$ cat src/rtl/button_debouncer.sv
// Pushbutton conditioner: 2-FF synchronizer, polarity normalize and per-channel
// debounce counter, with registered level and 1-cycle press/release pulses.
// Optional latched toggle output when BUTTON_DEBOUNCER_TOGGLE_EN is defined.
module button_debouncer #(
  parameter int NUM_BTN        = 2,
  parameter int CLK_HZ         = 27000000,
  parameter int DEBOUNCE_MS    = 10,
  parameter int BTN_ACTIVE_LOW = 1
) (
  input  logic               clk,
  input  logic               rst_n,
  input  logic [NUM_BTN-1:0] btn_raw,
  output logic [NUM_BTN-1:0] btn_level,
  output logic [NUM_BTN-1:0] btn_press,
  output logic [NUM_BTN-1:0] btn_release
`ifdef BUTTON_DEBOUNCER_TOGGLE_EN
  ,
  output logic [NUM_BTN-1:0] btn_toggle
`endif
);

  localparam int CNT_RAW = (CLK_HZ / 1000) * DEBOUNCE_MS;
  localparam int CNT_MAX = (CNT_RAW < 1) ? 1 : CNT_RAW;
  localparam int CW      = $clog2(CNT_MAX + 1);

  localparam logic [CW-1:0] CNT_LAST = CW'(CNT_MAX - 1);
  // Idle pin level, so a held button after reset still needs a full debounce.
  localparam logic          REL_LVL  = (BTN_ACTIVE_LOW != 0) ? 1'b1 : 1'b0;

  logic [NUM_BTN-1:0] sync_q1;
  logic [NUM_BTN-1:0] sync_q2;
  logic [NUM_BTN-1:0] sample;
  logic [CW-1:0]      cnt [NUM_BTN];

  // NOTE: sequential state uses non-blocking assignments so every flop samples
  // pre-edge values regardless of statement order.
  always_ff @(posedge clk or negedge rst_n) begin
    if (!rst_n) begin
      sync_q1 <= {NUM_BTN{REL_LVL}};
      sync_q2 <= {NUM_BTN{REL_LVL}};
    end else begin
      sync_q1 <= btn_raw;
      sync_q2 <= sync_q1;
    end
  end

  assign sample = (BTN_ACTIVE_LOW != 0) ? ~sync_q2 : sync_q2;

  // NOTE: the counter array is small register state, not RAM, so it is reset
  // with everything else to discard any in-flight count.
  always_ff @(posedge clk or negedge rst_n) begin
    if (!rst_n) begin
      for (int i = 0; i < NUM_BTN; i++) cnt[i] <= '0;
      btn_level   <= '0;
      btn_press   <= '0;
      btn_release <= '0;
    end else begin
      btn_press   <= '0;
      btn_release <= '0;
      for (int i = 0; i < NUM_BTN; i++) begin
        if (sample[i] == btn_level[i]) begin
          cnt[i] <= '0;
        end else if (cnt[i] == CNT_LAST) begin
          cnt[i]         <= '0;
          btn_level[i]   <= sample[i];
          btn_press[i]   <= sample[i];
          btn_release[i] <= ~sample[i];
        end else begin
          cnt[i] <= cnt[i] + CW'(1);
        end
      end
    end
  end

`ifdef BUTTON_DEBOUNCER_TOGGLE_EN
  always_ff @(posedge clk or negedge rst_n) begin
    if (!rst_n) btn_toggle <= '0;
    else        btn_toggle <= btn_toggle ^ btn_press;
  end
`endif

endmodule

$ cat config.mk
export PLATFORM = sky130hd
export DESIGN_NAME = button_debouncer
export DESIGN_NICKNAME = d
export VERILOG_FILES = /design/src/rtl/button_debouncer.sv
export SDC_FILE = /design/constraint.sdc
export NUM_CORES = 1
export LEC_CHECK = 0
export BUFFER_PORTS_ARGS = -buffer_cell sky130_fd_sc_hd__buf_4
export CAP_MARGIN = 30
export CORE_MARGIN = 4
export CORE_UTILIZATION = 30
export DETAILED_ROUTE_END_ITERATION = 16
export HOLD_SLACK_MARGIN = 0.1
export PLACE_DENSITY = 0.55
export SLEW_MARGIN = 20
export SYNTH_ARGS = -nofsm -noshare
export SYNTH_HDL_FRONTEND = slang
export SYNTH_SLANG_ARGS = --single-unit
$ cat constraint.sdc
create_clock -name clk -period 1.72 [get_ports clk]
set_clock_uncertainty 0.05 [all_clocks]
set_input_delay 0.258 -clock clk [delete_from_list [all_inputs] [get_ports clk]]
set_output_delay 0.258 -clock clk [all_outputs]
set_load 0.01 [all_outputs]
==> metrics.md <==
| Metric | Value |
|---|---|
| Area delta synth->final | `27.1%` |
| Clk sinks | `48` |
| Tot Pwr | `between 1.5 and 2 mW` |
| Cell Pwr Density | `between 600 and 700 nW/µm²` |
| Slew @ Worst Pin | `between 500 and 600 ps` |
| Failing checks | `setup timing` |
| Tightest Hold Check Type | `reg -> reg` |
| Antenna fix cells | `0` |
| Critical path peak fanout | `3` |
| Hold path cells | `0` |
| # setup viols final | `1` |
| Vias/cell | `between 4 and 5` |
| Startpoint Class | `register` |
| Critical path cell sequence | `ha_4, nand3_4, or4_4, or3_1, a21oi_1` |
| Largest net degree at the start of global routing | `49` |
| Die Area | `8920 µm²` |
| Pre-antenna DRT Iters | `4` |
| Crit path buf inv count | `0` |
| Post-DP HPWL | `around 3000 µm` |
| Sequential share of power | `around 59%` |
| Gate power share | `between 4 and 5%` |
| Initial antenna violation count | `0` |
| Fin crit period | `between 1500 and 2000 ps` |
| R2R depth | `5` |
| Ports | `10` |
| Internal Power | `1.51 mW` |
| CTS tree | `built` |
| Maximum root-to-sink buffer count | `2` |
| Most common cell after layout, fill and taps aside | `dfrtp_1` |
| Period utilization | `100%` |
| DRT antenna net count | `0` |
| Synthesized cell area | `between 2000 and 2500 µm²` |
| Fmax | `580 MHz` |
| Layout cells sized above 1 | `between 20% and 30%` |
| Post-synth net total | `222` |
| Yosys reg bits | `48` |
| Req. time, crit path | `between 1500 and 2000 ps` |
| Reg clk slew, reported paths | `around 90 ps` |
| Grt total ovfl | `0` |
| DRC | `0` |
| CP Capture Type | `register` |
| Lkg Pwr | `1.22 nW` |
| Setup repair after global routing missed its margin | `yes` |
| Core Rows | `31` |
| Initial DRC Count | `between 70 and 80` |
| Vert. Die Dim | `94.4 µm` |
| FF-to-FF Start | `cnt[20]` |
| R2r endpoint | `cnt[37]` |
| YS warnings | `0` |
| Root buffer selected by CTS | `clkbuf_8` |
| Seq/Total Area, Yosys | `approximately 54%` |
| Setup WS pre-CTS | `-16.4 ps` |
| Final Hold Viols | `0` |
| WL/cell | `~12 µm` |
| Routability congestion estimate | `0.766` |
| Clock share of power | `approximately 36%` |
| Routed vias | `about 1700` |
| First-pass GRT wire length | `7200 µm` |
| Crit-path leading delay family | `simple AND/OR/NAND/NOR gates` |
| Core Area | `7250 µm²` |
| Synth Instances | `approximately 220` |
| Hold EP | `sync_q2[0]` |
| Clock buffer count from CTS | `5` |
| Critical Path AT | `approximately 1900 ps` |
| Sw Pwr | `about 0.44 mW` |
| Nets | `about 270` |
| CP Class | `reg -> reg` |
| Number of I/O port buffers | `9` |
| Die W | `around 94 µm` |
| Max rail drop VDD | `roughly 0.00028 V` |
| Worst setup margin | `-5.33 ps` |
| Worst-skew pair later-pin latency | `approximately 300 ps` |
| Vias in the first global route | `roughly 1600` |
| Unique cell type count in the Yosys netlist | `31` |
| Max_slew headroom | `between 60% and 70%` |
| Detailed Route WL | `~4200 µm` |
| Largest stage delay, worst path | `~500 ps` |
| H-Tree Level Count | `2` |
| FF-to-FF setup slack | `-5 ps` |
| Sw Share | `22.7%` |
| CP max stage cell | `or4_4` |
| Status | `complete, but fails checks` |
| Most frequent cells in the layout | `dfrtp_1, buf_4, nor2_1` |
| Syn avg cell area | `~10 µm²` |
| GRT Total Usage | `between 10% and 20%` |
| Max cap viols | `0` |
| Max-slew violations | `0` |
| Worst Hold Launch | `sync_q1[0]` |
| Initial Util | `just over 30%` |
area by class of cell:
type | instances | area, µm²
tap | 99 | 124
inverter | 4 | 15.0
timing repair buffer | 45 | 349
sequential | 48 | 1210
multi-input combinational | 159 | 1060
fill | 705 | 4410
clock buffer | 6 | 82.6
clock inverter | 2 | 15.0
timing repair:
item                                    in CTS  in global routing
hold endpoints to repair                    46                  0
endpoints found under the setup margin       1                 36
buffers inserted                             0                  1
gates resized for setup                      0                  6
pin swaps                                    3                  1
hold buffers                                 3                  0
synthesized netlist by cell type:
master | count | area, µm²
nand2_1 | 10 | 37.5
or4_4 | 2 | 22.5
a21oi_1 | 5 | 25.0
o31ai_2 | 1 | 12.5
or3_1 | 6 | 37.5
xor2_1 | 16 | 140
inv_1 | 4 | 15.0
dfstp_2 | 4 | 105
nor4b_1 | 3 | 26.3
mux2i_1 | 2 | 20.0
nand3_2 | 1 | 10.0
nand4_4 | 1 | 21.3
dfrtp_1 | 44 | 1100
ha_1 | 2 | 25.0
clkbuf_1 | 1 | 3.75
o21ai_0 | 8 | 40.0
nor2b_1 | 1 | 6.26
and4_1 | 5 | 43.8
nand4b_1 | 1 | 8.76
nor3_1 | 4 | 20.0
or4_1 | 1 | 7.51
nor2_1 | 38 | 143
nand3_1 | 13 | 65.1
nand4_1 | 10 | 62.6
xnor2_1 | 14 | 123
nor3b_1 | 2 | 15.0
and3_1 | 7 | 43.8
o21ai_2 | 1 | 8.76
and2_1 | 1 | 6.26
nor4_1 | 4 | 25.0
buf_2 | 4 | 20.0
cell families (layout without fill, tap and decap cells):
family	count (synthesis)	count (layout)	share of synthesized area, %
AO/OA/AOI/OAI	15	15	3.85
XOR/XNOR	30	30	11.7
adder cells (fa/ha/maj)	2	2	1.12
buffers and inverters	9	57	1.73
flip-flops	48	48	53.8
multiplexers	2	2	0.893
AND/OR/NAND/NOR	110	110	26.9
routing by layer:
layer | wire [µm] | global-route usage [%]
met1 | 2140 | 13.4
met2 | 1920 | 16.5
met3 | 99 | 1.75
met4 | 76 | 4.21
met5 | 0 | 0
how the worst max path moves through the flow:
stage	startpoint	to	slack, ps	cells past startpoint
floorplan	cnt[19]	cnt[37]	-20	5
global placement	cnt[20]	cnt[37]	20	5
detailed placement	cnt[20]	cnt[37]	-20	5
CTS	cnt[19]	cnt[37]	-10	5
global route	cnt[20]	cnt[37]	-60	5
finish	cnt[20]	cnt[37]	-5	5
sequential cells by signal, summed over array words and instances, names as in the netlist:
register and cells:
btn_level 2, btn_press 2, btn_release 2, cnt 38
sync_q1 2, sync_q2 2
power by group through the flow:
stage / combinational, mW / sequential, mW / clock (mW)
2_1_floorplan: 0.0341 / 1.18 / 0
3_3_place_gp: 0.0890 / 1.19 / 0
3_5_place_dp: 0.0907 / 1.18 / 0
4_1_cts: 0.0965 / 1.16 / 0.730
5_1_grt: 0.108 / 1.17 / 0.782
6_report: 0.0933 / 1.16 / 0.701
through the flow:
| stage | instance area, µm² | instances | hold slack, ps | utilization, % | TNS (ps) |
|---|---|---|---|---|---|
| CTS | 2810 | 362 | 313 | 38.7 | -13.5 |
| global route | 2850 | 363 | 318 | 39.3 | -90.7 |
| detailed placement | 2680 | 351 | 258 | 37.0 | -16.4 |
| global placement | 2680 | 351 | 261 | 37.0 | 0 |
| finish | 2850 | 363 | 311 | 39.3 | -5.33 |
| floorplan | 2270 | 216 | -87.6 | - | -18.6 |
No activity file was read; power rests on OpenSTA's default activity.
